`src/rtl/reset_gen_if.sv`:
```
// reset_gen_if: board-side signal bundle of the reset generator.
//   btn_n          raw active-low reset button, asynchronous to clk
//   trap           trap indication from the system core
//   power_on_reset registered reset to the system core, active high
//   btn_pressed    debounced button level, 1 = pressed
//   reset_cause    cause of the last reset: 00 power-up/reset input,
//                  01 button, 10 trap, 11 unused
// The slave modport is the reset generator's view; master is the board/core side.
interface reset_gen_if;
    logic       btn_n;
    logic       trap;
    logic       power_on_reset;
    logic       btn_pressed;
    logic [1:0] reset_cause;

    modport master (
        output btn_n,
        output trap,
        input  power_on_reset,
        input  btn_pressed,
        input  reset_cause
    );

    modport slave (
        input  btn_n,
        input  trap,
        output power_on_reset,
        output btn_pressed,
        output reset_cause
    );
endinterface

```
`src/rtl/reset_gen.sv`:
```
// reset_gen: board-level reset generator for the system core.
// Synchronises and debounces the raw reset button, stretches the resulting
// reset, optionally restarts the core a fixed delay after a trap, and records
// what caused the most recent reset.
// Ports:
//   clk    system clock
//   reset  synchronous active-high reset of this block
//   bus    reset_gen_if.slave: btn_n, trap in; power_on_reset, btn_pressed,
//          reset_cause out (all outputs come straight from flops)
// Parameters:
//   DEBOUNCE   stable synchronised samples needed to accept a level change (>= 1)
//   STRETCH    cycles power_on_reset stays high once the button is released (>= 1)
//   TRAPDELAY  cycles from trap to automatic reset; 0 disables trap restart
module reset_gen #(
    parameter int DEBOUNCE  = 20000,
    parameter int STRETCH   = 16,
    parameter int TRAPDELAY = 2000
) (
    input  logic        clk,
    input  logic        reset,
    reset_gen_if.slave  bus
);

    localparam int DW = $clog2(DEBOUNCE + 1);
    localparam int SW = $clog2(STRETCH + 1);
    // A zero trap delay would give a zero-width counter; keep one bit so the
    // (unused) counter still elaborates.
    localparam int TW = (TRAPDELAY > 0) ? $clog2(TRAPDELAY + 1) : 1;

    localparam int TD_LAST_I = (TRAPDELAY > 0) ? (TRAPDELAY - 1) : 0;

    localparam logic [DW-1:0] DB_LAST = DW'(DEBOUNCE - 1);
    localparam logic [SW-1:0] ST_LAST = SW'(STRETCH - 1);
    localparam logic [TW-1:0] TD_LAST = TW'(TD_LAST_I);
    localparam logic          TRAP_EN = (TRAPDELAY != 0) ? 1'b1 : 1'b0;

    localparam logic [1:0] CAUSE_POR    = 2'b00;
    localparam logic [1:0] CAUSE_BUTTON = 2'b01;
    localparam logic [1:0] CAUSE_TRAP   = 2'b10;

    typedef enum logic [1:0] {
        ST_ASSERT    = 2'd0,
        ST_RUN       = 2'd1,
        ST_TRAP_WAIT = 2'd2
    } state_e;

    logic          s1_q, s2_q;
    logic          btn_pressed_q, btn_pressed_d;
    logic [DW-1:0] db_cnt_q, db_cnt_d;
    state_e        state_q, state_d;
    logic [SW-1:0] stretch_cnt_q, stretch_cnt_d;
    logic [TW-1:0] trap_cnt_q, trap_cnt_d;
    logic          por_q, por_d;
    logic [1:0]    cause_q, cause_d;
    logic          pressed_s;

    // Synchronised button level, 1 = pressed.
    assign pressed_s = ~s2_q;

    // Debouncer: count consecutive samples that disagree with the accepted level.
    always_comb begin
        btn_pressed_d = btn_pressed_q;
        db_cnt_d      = db_cnt_q;
        if (pressed_s != btn_pressed_q) begin
            if (db_cnt_q == DB_LAST) begin
                btn_pressed_d = ~btn_pressed_q;
                db_cnt_d      = '0;
            end else begin
                db_cnt_d = db_cnt_q + DW'(1);
            end
        end else begin
            db_cnt_d = '0;
        end
    end

    // Reset sequencing FSM: next state, counters and cause.
    always_comb begin
        state_d       = state_q;
        stretch_cnt_d = stretch_cnt_q;
        trap_cnt_d    = trap_cnt_q;
        cause_d       = cause_q;
        case (state_q)
            ST_ASSERT: begin
                // Stretch only starts once the button is seen released.
                if (btn_pressed_q) begin
                    stretch_cnt_d = '0;
                end else if (stretch_cnt_q == ST_LAST) begin
                    state_d       = ST_RUN;
                    stretch_cnt_d = '0;
                end else begin
                    stretch_cnt_d = stretch_cnt_q + SW'(1);
                end
            end
            ST_RUN: begin
                // Button wins over a trap raised in the same cycle.
                if (btn_pressed_q) begin
                    state_d       = ST_ASSERT;
                    stretch_cnt_d = '0;
                    cause_d       = CAUSE_BUTTON;
                end else if (bus.trap && TRAP_EN) begin
                    state_d    = ST_TRAP_WAIT;
                    trap_cnt_d = '0;
                end else begin
                    state_d = ST_RUN;
                end
            end
            ST_TRAP_WAIT: begin
                // Trap falling does not cancel the wait; only the button cuts it short.
                if (btn_pressed_q) begin
                    state_d       = ST_ASSERT;
                    stretch_cnt_d = '0;
                    trap_cnt_d    = '0;
                    cause_d       = CAUSE_BUTTON;
                end else if (trap_cnt_q == TD_LAST) begin
                    state_d       = ST_ASSERT;
                    stretch_cnt_d = '0;
                    trap_cnt_d    = '0;
                    cause_d       = CAUSE_TRAP;
                end else begin
                    trap_cnt_d = trap_cnt_q + TW'(1);
                end
            end
            default: begin
                state_d       = ST_ASSERT;
                stretch_cnt_d = '0;
                trap_cnt_d    = '0;
            end
        endcase
    end

    // power_on_reset is registered from the next state so it tracks state_q exactly.
    always_comb begin
        por_d = (state_d == ST_ASSERT) ? 1'b1 : 1'b0;
    end

    // State registers with synchronous reset.
    always_ff @(posedge clk) begin
        if (reset) begin
            s1_q          <= 1'b1;
            s2_q          <= 1'b1;
            btn_pressed_q <= 1'b0;
            db_cnt_q      <= '0;
            state_q       <= ST_ASSERT;
            stretch_cnt_q <= '0;
            trap_cnt_q    <= '0;
            por_q         <= 1'b1;
            cause_q       <= CAUSE_POR;
        end else begin
            s1_q          <= bus.btn_n;
            s2_q          <= s1_q;
            btn_pressed_q <= btn_pressed_d;
            db_cnt_q      <= db_cnt_d;
            state_q       <= state_d;
            stretch_cnt_q <= stretch_cnt_d;
            trap_cnt_q    <= trap_cnt_d;
            por_q         <= por_d;
            cause_q       <= cause_d;
        end
    end

    assign bus.power_on_reset = por_q;
    assign bus.btn_pressed    = btn_pressed_q;
    assign bus.reset_cause    = cause_q;

endmodule

```
`src/flat_wrapper.sv`:
```
// flat-port wrapper written by rule: the top's interface ports become plain ports
module reset_gen_flat 
#(
    parameter int DEBOUNCE  = 20000,
    parameter int STRETCH   = 16,
    parameter int TRAPDELAY = 2000
)
  (clk, reset, bus_btn_n, bus_trap, bus_power_on_reset, bus_btn_pressed, bus_reset_cause);
  reset_gen_if bus_i ();
  input  logic clk;
  input  logic reset;
  input wire logic [$bits(bus_i.btn_n)-1:0] bus_btn_n;
  input wire logic [$bits(bus_i.trap)-1:0] bus_trap;
  output wire logic [$bits(bus_i.power_on_reset)-1:0] bus_power_on_reset;
  output wire logic [$bits(bus_i.btn_pressed)-1:0] bus_btn_pressed;
  output wire logic [$bits(bus_i.reset_cause)-1:0] bus_reset_cause;
  assign bus_i.btn_n = bus_btn_n;
  assign bus_i.trap = bus_trap;
  assign bus_power_on_reset = bus_i.power_on_reset;
  assign bus_btn_pressed = bus_i.btn_pressed;
  assign bus_reset_cause = bus_i.reset_cause;
  reset_gen #(.DEBOUNCE(DEBOUNCE), .STRETCH(STRETCH), .TRAPDELAY(TRAPDELAY)) u_core (.clk(clk), .reset(reset), .bus(bus_i));
endmodule
```
`config.mk`:
```
export PLATFORM = sky130hd
export DESIGN_NAME = reset_gen_flat
export DESIGN_NICKNAME = d
export VERILOG_FILES = /design/src/rtl/reset_gen_if.sv /design/src/rtl/reset_gen.sv /design/src/flat_wrapper.sv
export SDC_FILE = /design/constraint.sdc
export NUM_CORES = 1
export LEC_CHECK = 0
export CORE_MARGIN = 2
export CORE_UTILIZATION = 55
export DETAILED_ROUTE_END_ITERATION = 6
export GPL_TIMING_DRIVEN = 0
export PLACE_DENSITY = 0.71
export SETUP_SLACK_MARGIN = 0.05
export SYNTH_ARGS = -nofsm -noshare
export SYNTH_HDL_FRONTEND = slang
export SYNTH_SLANG_ARGS = --single-unit
```
`constraint.sdc`:
```
create_clock -name clk -period 2.39 [get_ports clk]
set_clock_uncertainty 0.1 [all_clocks]
set_input_delay 0.478 -clock clk [delete_from_list [all_inputs] [get_ports clk]]
set_output_delay 0.478 -clock clk [all_outputs]
set_load 0.1 [all_outputs]
```
==> results.json <==
{
  "status": "complete, no violations",
  "crit_slowest_cell": "dlygate4sd2_1",
  "post-place-ws_ns": -0.01055,
  "via_per_inst": 5.763,
  "ys_warn_count": 0,
  "cts_buffer_depth": 2,
  "overflow": 0,
  "netlist-cell-type-count": 46,
  "syn-instance-count": 217,
  "vias": 1602,
  "wl_per_cell_um": 12.99,
  "synth-edff-count": 0,
  "ir_drop_v": 0.0003365,
  "synth.most_common_cell": "dfxtp_1",
  "synthSimpleGateAreaFrac": 0.2682,
  "syn_avg_cell_area_um2": 8.730,
  "ys_top_cells_by_area": "dfxtp_1, xnor2_1, nor2_1",
  "antenna_found_initial": 0,
  "clock-sinks": 39,
  "clkLatencyLatePin_ns": 0.35,
  "routabilityCongestion": 0.8586,
  "rows": 21,
  "die_area_um2": 3929,
  "drv_cap": 0,
  "hold_slack_ns": 0.3210,
  "fp.dieW_um": 62.69,
  "maxSlewHeadroom": 0.3646,
  "first_pass_iters": 4,
  "grt_max_degree": 14,
  "start_util": 0.5722,
  "worst_pin_slew_ns": 0.9569,
  "cts_root_buf": "clkbuf_4",
  "rsz0062_at_grt": "no",
  "synth_area_leader_cell": "dfxtp_1",
  "ios": 8,
  "fin_crit_ns": 2.183,
  "initialDrtViolationCount": 91,
  "grt_pass1_vias": 1566,
  "async_flop_share": 0,
  "areaGrowthSynthToFinish_pct": 10.17,
  "synth_mux_area_frac": 0.005284,
  "cp.arrival_ns": 1.60,
  "grt_pass1_wl_um": 6575,
  "synth_ff_type": "dfxtp_1",
  "p_per_area_nw_per_um2": 495.9,
  "synth_nets": 228,
  "synth_compound_area_frac": 0.1380,
  "setup_viol_count_final": 0,
  "critical_path_buf_inv_count": 1,
  "antennaDiodeCount": 0,
  "yosysTopAreaCellShare": 0.4122,
  "yosysSeqAreaShare": 0.4122,
  "cp_max_fo": 4,
  "dp_hpwl_um": 2665,
  "drv_slew": 0,
  "core_um2": 3311,
  "drc_errors": 0,
  "ant_nets": 0,
  "max_stage_delay_ns": 0.87,
  "finalCritPeriodShare": 0.9133,
  "cts.clk_slew.worst_paths_ns": 0.12,
  "cts_tree": "yes",
  "critical_path_class": "reg2out",
  "cp_top_family": "buffers and inverters",
  "ys_ff_latch": 39,
  "synthXorXnorAreaFrac": 0.09247,
  "synthesis.area_um2": 1894,
  "die_h_um": 62.69,
  "min_path_type": "reg2reg",
  "placed_area_um2": 2022,
  "synth_top_family_by_area": "simple AND/OR/NAND/NOR gates",
  "setup_ws_ns": 0.2072,
  "layout.nets": 242,
  "path_cells": "dlygate4sd2_1",
  "synthTopCellsByCount": "dfxtp_1, nor2_1, xnor2_1",
  "cts-buffers-inserted": 5,
  "grt_use_total": 0.2034,
  "fin_area_um2": 2087,
  "htreeDepth": 2,
  "finalPower_mw": 1.035,
  "critPathLaunchType": "flop",
  "final_layout_size_suffix_gt1_frac": 0.08190,
  "finalHoldViolCount": 0,
  "crit_path_end_kind": "primary output",
  "critical_path_required_ns": 1.81,
  "yosys.area_share.adder": 0.04624,
  "fmax_mhz": 458.1,
  "wl_um": 3611,
  "leakage_nw": 0.6731,
  "io_buffers": 7
}
## cell type report
| class | instances | area (µm²) |
|---|---|---|
| Sequential cell | 39 | 780.7 |
| Timing Repair Buffer | 7 | 65.06 |
| Buffer | 6 | 27.53 |
| Fill cell | 306 | 1224 |
| Tap cell | 46 | 57.56 |
| Multi-Input combinational cell | 160 | 1054 |
| Clock buffer | 5 | 37.54 |
| Clock inverter | 3 | 20.02 |
| Inverter | 12 | 45.04 |
## report_power, final
part | internal [mW] | switching [mW]
clock | 0.112 | 0.223
combinational | 0.0157 | 0.0211
sequential | 0.657 | 0.00619
total | 0.785 | 0.250
## per-stage QoR
step / util / std cells / TNS [ns]
6_report: 0.6304 / 278 / 0
2_1_floorplan: - / 217 / 0
3_5_place_dp: 0.6107 / 270 / -0.04167
5_1_grt: 0.6304 / 278 / 0
4_1_cts: 0.6266 / 278 / 0
3_3_place_gp: 0.6107 / 270 / 0
## kinds of logic after synthesis
family,Yosys count
buffers and inverters,18
flip-flops,39
multiplexers,1
AND/OR/NAND/NOR,95
AO/OA/AOI/OAI,37
XOR/XNOR,20
adder cells (fa/ha/maj),7
## sequential cells by signal (all words and copies together) (netlist names)
name and count:
u_core.state_q 2, u_core.bus.reset_cause 2, u_core.s2_q 1, u_core.bus.power_on_reset 1
u_core.db_cnt_q 15, u_core.s1_q 1, u_core.bus.btn_pressed 1, u_core.stretch_cnt_q 5
u_core.trap_cnt_q 11
## final timing paths
check                                             from  cells past startpoint  slack [ns]                      end
worst min-delay path                       u_core.s1_q                      1        0.32              u_core.s2_q
worst max-delay path            u_core.bus.btn_pressed                      1        0.21          bus_btn_pressed
worst min register to register             u_core.s1_q                      1        0.32              u_core.s2_q
worst max register to register       u_core.state_q[1]                      6        0.22  u_core.stretch_cnt_q[2]
## what timing repair did
action                                  in CTS  in global routing
endpoints found under the setup margin       4                  9
hold buffers                                 0                  0
buffers inserted                             0                  0
resized for setup                            4                  3
hold endpoints to repair                     0                  0
## cell usage in the layout (no fill, tap or decap), drive strengths merged, types with 5 or more instances in the layout
master | netlist | final
clkbuf | 5 | 10
dfxtp | 39 | 39
inv | 12 | 12
nand3 | 8 | 8
o21ai | 11 | 11
nand4 | 7 | 7
nor2 | 30 | 30
a21oi | 7 | 7
nor3 | 5 | 5
xnor2 | 16 | 16
ha | 7 | 7
nand2 | 15 | 15
## per-layer routing
layer  vias to the layer above  wire, µm  track usage  share of wire
met3                         4       186      0.04505          0.052
li1                        800         -            -              -
met5                         -         0            0              0
met1                       744      1613       0.2389           0.45
met4                         0        40      0.09444          0.011
met2                        54      1770       0.3522           0.49
(Power assumes the default switching activity.)
